==> src/rtl/hazard_forward_unit_if.sv <==
// hazard_forward_unit_if
//   Bundles the pipeline-side signals of the hazard/forwarding unit.
//   master : pipeline control (drives register-stage fields, reads controls)
//   slave  : hazard_forward_unit
//   Inputs to the unit : ex_mem_*, mem_wb_*, id_ex_*, if_id_*, mc_issue, mc_rd, flush
//   Outputs of the unit: fwd_sel, stall, id_ex_bubble, mc_busy, mc_done, mc_done_rd
interface hazard_forward_unit_if #(
    parameter int NUM_SRC = 2,
    parameter int REG_AW  = 5
);
    logic                      ex_mem_regwrite;
    logic [REG_AW-1:0]         ex_mem_rd;
    logic                      mem_wb_regwrite;
    logic [REG_AW-1:0]         mem_wb_rd;
    logic [NUM_SRC*REG_AW-1:0] id_ex_rs;
    logic                      id_ex_memread;
    logic [REG_AW-1:0]         id_ex_rd;
    logic [NUM_SRC*REG_AW-1:0] if_id_rs;
    logic [NUM_SRC-1:0]        if_id_rs_used;
    logic                      if_id_is_mc;
    logic                      mc_issue;
    logic [REG_AW-1:0]         mc_rd;
    logic                      flush;

    logic [NUM_SRC*2-1:0]      fwd_sel;
    logic                      stall;
    logic                      id_ex_bubble;
    logic                      mc_busy;
    logic                      mc_done;
    logic [REG_AW-1:0]         mc_done_rd;

    modport master (
        output ex_mem_regwrite, ex_mem_rd, mem_wb_regwrite, mem_wb_rd,
               id_ex_rs, id_ex_memread, id_ex_rd,
               if_id_rs, if_id_rs_used, if_id_is_mc,
               mc_issue, mc_rd, flush,
        input  fwd_sel, stall, id_ex_bubble, mc_busy, mc_done, mc_done_rd
    );

    modport slave (
        input  ex_mem_regwrite, ex_mem_rd, mem_wb_regwrite, mem_wb_rd,
               id_ex_rs, id_ex_memread, id_ex_rd,
               if_id_rs, if_id_rs_used, if_id_is_mc,
               mc_issue, mc_rd, flush,
        output fwd_sel, stall, id_ex_bubble, mc_busy, mc_done, mc_done_rd
    );
endinterface

==> src/rtl/hazard_forward_unit.sv <==
// hazard_forward_unit
//   EX-stage operand forwarding, load-use detection and a single-entry
//   scoreboard for a fixed-latency multi-cycle unit (issue at T -> done at
//   T+MC_LAT). Produces the IF/ID hold and ID/EX bubble controls.
//   Ports:
//     clk, rst   clock, asynchronous active-high reset
//     bus        hazard_forward_unit_if.slave (pipeline fields and controls)
//     stall_cnt  32-bit saturating count of stall cycles (HFU_STALL_CNT_EN only)
//   Build option: define HFU_STALL_CNT_EN to add the stall_cnt output.
//
//   state | meaning
//   IDLE  | multi-cycle unit free, no pending destination
//   BUSY  | op in flight; cnt counts down to 0, cnt==0 is the result cycle
module hazard_forward_unit #(
    parameter int NUM_SRC = 2,
    parameter int REG_AW  = 5,
    parameter int MC_LAT  = 4
) (
    input  logic                  clk,
    input  logic                  rst,
    hazard_forward_unit_if.slave  bus
`ifdef HFU_STALL_CNT_EN
    ,
    output logic [31:0]           stall_cnt
`endif
);

    localparam int CW = (MC_LAT > 1) ? $clog2(MC_LAT) : 1;

    typedef enum logic {IDLE, BUSY} state_t;

    state_t            state;
    logic [CW-1:0]     cnt;
    logic [REG_AW-1:0] pend_rd;
    logic              mc_busy_q;
    logic              mc_done_q;

    logic [NUM_SRC*2-1:0] fwd_c;
    logic                 hazard;
    logic                 mc_active;
    logic                 lu_hit;
    logic                 raw_hit;

    // Forwarding: youngest producer (EX/MEM) wins over MEM/WB.
    always_comb begin
        logic [REG_AW-1:0] rs;
        fwd_c = '0;
        rs    = '0;
        for (int i = 0; i < NUM_SRC; i++) begin
            rs = bus.id_ex_rs[i*REG_AW +: REG_AW];
            if (bus.ex_mem_regwrite && (bus.ex_mem_rd != '0) && (bus.ex_mem_rd == rs))
                fwd_c[i*2 +: 2] = 2'b10;
            else if (bus.mem_wb_regwrite && (bus.mem_wb_rd != '0) && (bus.mem_wb_rd == rs))
                fwd_c[i*2 +: 2] = 2'b01;
            else
                fwd_c[i*2 +: 2] = 2'b00;
        end
    end

    // The result cycle (cnt==0) is not treated as occupied: the consumer picks
    // the value up through MEM/WB forwarding and a new op may issue.
    assign mc_active = (state == BUSY) && (cnt != '0);

    always_comb begin
        logic [REG_AW-1:0] rs;
        lu_hit  = 1'b0;
        raw_hit = 1'b0;
        rs      = '0;
        for (int i = 0; i < NUM_SRC; i++) begin
            rs = bus.if_id_rs[i*REG_AW +: REG_AW];
            if (bus.if_id_rs_used[i]) begin
                if (rs == bus.id_ex_rd) lu_hit  = 1'b1;
                if (rs == pend_rd)      raw_hit = 1'b1;
            end
        end
    end

    assign hazard = (bus.id_ex_memread && (bus.id_ex_rd != '0) && lu_hit)
                  || (mc_active && (pend_rd != '0) && raw_hit)
                  || (mc_active && bus.if_id_is_mc);

    always_ff @(posedge clk or posedge rst) begin
        if (rst) begin
            state     <= IDLE;
            cnt       <= '0;
            pend_rd   <= '0;
            mc_busy_q <= 1'b0;
            mc_done_q <= 1'b0;
        end else begin
            case (state)
                IDLE: begin
                    if (bus.mc_issue) begin
                        state     <= BUSY;
                        cnt       <= CW'(MC_LAT - 1);
                        pend_rd   <= bus.mc_rd;
                        mc_busy_q <= 1'b1;
                        mc_done_q <= 1'b0;
                    end
                end
                BUSY: begin
                    if (cnt != '0) begin
                        // Issues here are blocked upstream by the structural stall.
                        cnt       <= cnt - CW'(1);
                        mc_done_q <= (cnt == CW'(1));
                    end else if (bus.mc_issue) begin
                        cnt       <= CW'(MC_LAT - 1);
                        pend_rd   <= bus.mc_rd;
                        mc_busy_q <= 1'b1;
                        mc_done_q <= 1'b0;
                    end else begin
                        state     <= IDLE;
                        mc_busy_q <= 1'b0;
                        mc_done_q <= 1'b0;
                    end
                end
                default: begin
                    state     <= IDLE;
                    mc_busy_q <= 1'b0;
                    mc_done_q <= 1'b0;
                end
            endcase
        end
    end

    assign bus.fwd_sel      = fwd_c;
    assign bus.stall        = hazard && !bus.flush;
    assign bus.id_ex_bubble = hazard || bus.flush;
    assign bus.mc_busy      = mc_busy_q;
    assign bus.mc_done      = mc_done_q;
    assign bus.mc_done_rd   = pend_rd;

`ifdef HFU_STALL_CNT_EN
    always_ff @(posedge clk or posedge rst) begin
        if (rst)
            stall_cnt <= '0;
        else if (bus.stall && (stall_cnt != 32'hFFFF_FFFF))
            stall_cnt <= stall_cnt + 32'd1;
    end
`endif

endmodule

==> src/flat_wrapper.sv <==
// flat-port wrapper written by rule: the top's interface ports become plain ports
module hazard_forward_unit_flat 
#(
    parameter int NUM_SRC = 2,
    parameter int REG_AW  = 5,
    parameter int MC_LAT  = 4
)
  (clk, rst, bus_ex_mem_regwrite, bus_ex_mem_rd, bus_mem_wb_regwrite, bus_mem_wb_rd, bus_id_ex_rs, bus_id_ex_memread, bus_id_ex_rd, bus_if_id_rs, bus_if_id_rs_used, bus_if_id_is_mc, bus_mc_issue, bus_mc_rd, bus_flush, bus_fwd_sel, bus_stall, bus_id_ex_bubble, bus_mc_busy, bus_mc_done, bus_mc_done_rd);
  hazard_forward_unit_if #(.NUM_SRC(NUM_SRC), .REG_AW(REG_AW)) bus_i ();
  input  logic clk;
  input  logic rst;
  input wire logic [$bits(bus_i.ex_mem_regwrite)-1:0] bus_ex_mem_regwrite;
  input wire logic [$bits(bus_i.ex_mem_rd)-1:0] bus_ex_mem_rd;
  input wire logic [$bits(bus_i.mem_wb_regwrite)-1:0] bus_mem_wb_regwrite;
  input wire logic [$bits(bus_i.mem_wb_rd)-1:0] bus_mem_wb_rd;
  input wire logic [$bits(bus_i.id_ex_rs)-1:0] bus_id_ex_rs;
  input wire logic [$bits(bus_i.id_ex_memread)-1:0] bus_id_ex_memread;
  input wire logic [$bits(bus_i.id_ex_rd)-1:0] bus_id_ex_rd;
  input wire logic [$bits(bus_i.if_id_rs)-1:0] bus_if_id_rs;
  input wire logic [$bits(bus_i.if_id_rs_used)-1:0] bus_if_id_rs_used;
  input wire logic [$bits(bus_i.if_id_is_mc)-1:0] bus_if_id_is_mc;
  input wire logic [$bits(bus_i.mc_issue)-1:0] bus_mc_issue;
  input wire logic [$bits(bus_i.mc_rd)-1:0] bus_mc_rd;
  input wire logic [$bits(bus_i.flush)-1:0] bus_flush;
  output wire logic [$bits(bus_i.fwd_sel)-1:0] bus_fwd_sel;
  output wire logic [$bits(bus_i.stall)-1:0] bus_stall;
  output wire logic [$bits(bus_i.id_ex_bubble)-1:0] bus_id_ex_bubble;
  output wire logic [$bits(bus_i.mc_busy)-1:0] bus_mc_busy;
  output wire logic [$bits(bus_i.mc_done)-1:0] bus_mc_done;
  output wire logic [$bits(bus_i.mc_done_rd)-1:0] bus_mc_done_rd;
  assign bus_i.ex_mem_regwrite = bus_ex_mem_regwrite;
  assign bus_i.ex_mem_rd = bus_ex_mem_rd;
  assign bus_i.mem_wb_regwrite = bus_mem_wb_regwrite;
  assign bus_i.mem_wb_rd = bus_mem_wb_rd;
  assign bus_i.id_ex_rs = bus_id_ex_rs;
  assign bus_i.id_ex_memread = bus_id_ex_memread;
  assign bus_i.id_ex_rd = bus_id_ex_rd;
  assign bus_i.if_id_rs = bus_if_id_rs;
  assign bus_i.if_id_rs_used = bus_if_id_rs_used;
  assign bus_i.if_id_is_mc = bus_if_id_is_mc;
  assign bus_i.mc_issue = bus_mc_issue;
  assign bus_i.mc_rd = bus_mc_rd;
  assign bus_i.flush = bus_flush;
  assign bus_fwd_sel = bus_i.fwd_sel;
  assign bus_stall = bus_i.stall;
  assign bus_id_ex_bubble = bus_i.id_ex_bubble;
  assign bus_mc_busy = bus_i.mc_busy;
  assign bus_mc_done = bus_i.mc_done;
  assign bus_mc_done_rd = bus_i.mc_done_rd;
  hazard_forward_unit #(.NUM_SRC(NUM_SRC), .REG_AW(REG_AW), .MC_LAT(MC_LAT)) u_core (.clk(clk), .rst(rst), .bus(bus_i));
endmodule
==> config.mk <==
export PLATFORM = sky130hd
export DESIGN_NAME = hazard_forward_unit_flat
export DESIGN_NICKNAME = d
export VERILOG_FILES = /design/src/rtl/hazard_forward_unit_if.sv /design/src/rtl/hazard_forward_unit.sv /design/src/flat_wrapper.sv
export SDC_FILE = /design/constraint.sdc
export NUM_CORES = 1
export LEC_CHECK = 0
export CAP_MARGIN = 20
export CORE_ASPECT_RATIO = 1.5
export CORE_MARGIN = 10
export CORE_UTILIZATION = 39
export DETAILED_ROUTE_END_ITERATION = 10
export HOLD_SLACK_MARGIN = 0.1
export PLACE_DENSITY = 0.95
export SETUP_SLACK_MARGIN = 0.5
export SKIP_LAST_GASP = 1
export SYNTH_ARGS = -nofsm -noshare
export SYNTH_HDL_FRONTEND = slang
export SYNTH_SLANG_ARGS = --single-unit
==> constraint.sdc <==
create_clock -name clk -period 3.6 [get_ports clk]
set_clock_uncertainty 0.1 [all_clocks]
set_input_delay 0.72 -clock clk [delete_from_list [all_inputs] [get_ports clk]]
set_output_delay 0.72 -clock clk [all_outputs]
set_load 0.01 [all_outputs]
==> impl_metrics.py <==
metrics = {
    "logic_synthesis": {
        "async_reset_ff_share_pct": 100,
        "yosysWarningCount": 0,
        "ys.flop_type": "dfrtp_1",
        "synth-edff-count": 0,
        "netlist_instances": 104,
        "syn-num-nets": 154,
        "ys_ff_latch": 10,
        "synth.area.top_cells": "dfrtp_1 26%, xnor2_1 24%, xor2_1 13%, mux2_2 5.8%, or4_1 3.9%",
        "ys_seq_area_share_pct": 25.9,
        "yosysTopAreaCell": "dfrtp_1",
        "ys_top_cells_by_count": "26 x xnor2_1, 14 x xor2_1, 10 x dfrtp_1, 6 x nand2_1",
        "synth_area_um2": 965,
        "yosys.area.top_type_share_pct": 25.9,
        "yosysMostFrequentCell": "xnor2_1",
        "ys_types": 29,
        "synth_area_per_cell_um2": 9.28,
    },
    "sta": {
        "layout_setup_ws_ns": 0.546,
        "finalCriticalPeriod_ns": 3.05,
        "tightest_slew_ns": 0.421,
        "max_freq_ghz": 0.327,
        "slew_headroom_pct": 71.7,
        "fin_tns_setup_ns": 0,
        "hold_ws_ns": 0.424,
        "post-route-period-util_pct": 84.8,
        "setup_violations": 0,
        "rsz0062_at_grt": "false",
        "drv_slew": 0,
        "hold_viol": 0,
    },
    "floorplanning": {
        "dieArea_um2": 4900,
        "io_pins": 63,
        "die_w_um": 60.6,
        "die_h_um": 80.9,
        "initial_core_util_pct": 39.8,
        "core_um2": 2420,
        "num_rows": 22,
    },
    "route": {
        "drt_iter0_drc": 59,
        "wl_mm": 4.28,
        "drc": 0,
        "post_drt_wl_per_cell_um": 21.5,
        "vias": 1113,
        "firstDrtPassIters": 4,
        "ant_nets": 0,
        "vias_per_cell": 5.59,
    },
    "global_route": {
        "grt_pass1_wl_mm": 6.31,
        "grt_max_degree": 11,
        "grt_overflow": 0,
        "track_usage_pct": 16.8,
        "grt_pass1_vias": 1298,
        "antenna_found_initial": 0,
    },
    "layout": {
        "fin_area_um2": 1720,
        "final_util_pct": 71.0,
        "area_growth_pct": 78.2,
        "fin_nets": 227,
        "drive_gt1_share_pct": 21.7,
        "diodes": 0,
        "fillers": 195,
    },
    "clocking": {
        "clkLatencyLatePin_ns": 0.27,
        "htree_num_levels": 1,
        "cts_buffer_depth": 2,
        "clk_pin_slew_ns": 0.06,
        "ctsHoldBuffers": 0,
        "cts.sinks": 10,
        "cts_tree": "yes",
        "numCtsBuffers": 3,
        "clockRootBuffer": "clkbuf_4",
    },
    "power_and_ir_drop": {
        "power_switching_mw": 0.307,
        "p_leak_nw": 0.685,
        "sw_frac_of_total_pct": 40.4,
        "irDropWorstVdd_mv": 0.442,
        "clock_power_share_pct": 9.7,
        "p_int_mw": 0.453,
        "seqPwrFrac_pct": 33.4,
        "p_per_area_nw_per_um2": 442,
        "comb_power_share_pct": 56.9,
    },
    "run_status": {
        "status": "complete, no violations",
    },
    "worst_hold_path": {
        "hp-class": "flip-flop to flip-flop",
        "holdPathStages": 1,
        "holdPathEnd": "u_core.bus.mc_done",
        "min-delay-start": "u_core.bus.mc_done",
    },
    "setup_path": {
        "r2r-start": "u_core.cnt[0]",
        "r2r_cells": 3,
        "worstSetupEndpointType": "output pin",
        "r2r_end": "u_core.bus.mc_done_rd[0]",
        "cp_max_fo": 3,
        "cp-start-kind": "input port",
        "reg2reg_slack_ns": 1.96,
        "cp_data_arrival_time_ns": 2.23,
        "worstPathRequired_ns": 2.78,
        "critPathKind": "input port to output pin",
    },
    "placement": {
        "dp_slack_ns": -0.167,
        "hpwl_mm": 3.46,
        "port_buffers": 62,
        "placed_cell_area_um2": 1660,
        "gp_congestion": 0.948,
    },
    "job": {
        "maxCapViolations": 0,
    },
}
## stage by stage
step | cells | total power [mW]
floorplan | 104 | 0.462
global route | 199 | 0.813
global placement | 195 | 0.655
finish | 199 | 0.760
CTS | 199 | 0.760
detailed placement | 195 | 0.682
## power by group through the flow
stage / Clock [mW] / Combinational (mW) / Sequential, mW
6_report: 0.0736 / 0.432 / 0.254
5_1_grt: 0.0775 / 0.472 / 0.264
4_1_cts: 0.0746 / 0.433 / 0.252
3_5_place_dp: 0 / 0.429 / 0.253
3_3_place_gp: 0 / 0.410 / 0.245
2_1_floorplan: 0 / 0.213 / 0.248
## state kept, by name (all words and copies together) (netlist names)
register               count
u_core.bus.mc_done_rd      5
u_core.bus.mc_busy         1
u_core.cnt                 2
u_core.state               1
u_core.bus.mc_done         1
## what timing repair did
item                       4_1_cts  5_1_grt
resized for setup               41       17
pin swaps                        7        6
setup buffers                    1        0
setup endpoints to repair        6        6
## area by class of cell
type	instances	area [um2]	area share, %
tap	24	30.0	1.75
inverter	4	15.0	0.873
timing repair buffer	69	632	36.8
sequential	10	250	14.6
clock buffer	3	22.5	1.31
multi-input combinational	89	769	44.8
## layer usage
metal	share of wire, %	routed length, um	GRT usage (%)
met1	35	1480	15.0
met2	53	2270	32.0
met4	2.4	103	7.27
met5	0	0	0
met3	10	426	5.77
## cells in the final DEF (no fill, tap or decap), drive strengths merged, types with 4 or more instances in the layout
| master | instances |
|---|---|
| dfrtp | 10 |
| nand2 | 6 |
| clkdlybuf4s50 | 38 |
| nand4 | 4 |
| mux2 | 5 |
| dlygate4sd2 | 13 |
| buf | 10 |
| or4 | 6 |
| inv | 4 |
| nor4 | 4 |
| xnor2 | 26 |
| xor2 | 14 |
| nor2 | 4 |
| a21oi | 4 |
| clkbuf | 7 |
## critical path: stages
cell,delay [ns]
clkbuf_2,0.11
or4_4,0.53
o21ai_4,0.20
buf_6,0.14
nor4_4,0.05
nor4_4,0.28
buf_2,0.19
## worst max-delay path by stage
stage                              from              to  slack, ns  cells past startpoint
floorplan              bus_ex_mem_rd[0]  bus_fwd_sel[0]       0.92                      4
global placement       bus_ex_mem_rd[1]  bus_fwd_sel[2]      0.005                      6
detailed placement     bus_ex_mem_rd[1]  bus_fwd_sel[0]      -0.17                      6
CTS                 bus_mem_wb_regwrite  bus_fwd_sel[0]       0.50                      5
global route           bus_ex_mem_rd[1]  bus_fwd_sel[0]       0.47                      7
finish                 bus_ex_mem_rd[1]  bus_fwd_sel[0]       0.55                      7
## kinds of logic (layout without fill, tap and decap cells)
family          Yosys count  after routing  synth area share [%]
xor+xnor                 40             40                  36.3
buf+inv                   5             76                  1.94
compound gates           13             13                  9.21
mux                       5              5                  5.84
flops                    10             10                  25.9
simple gates             31             31                  20.8
Note: power is estimated with default switching activity, not from simulation.
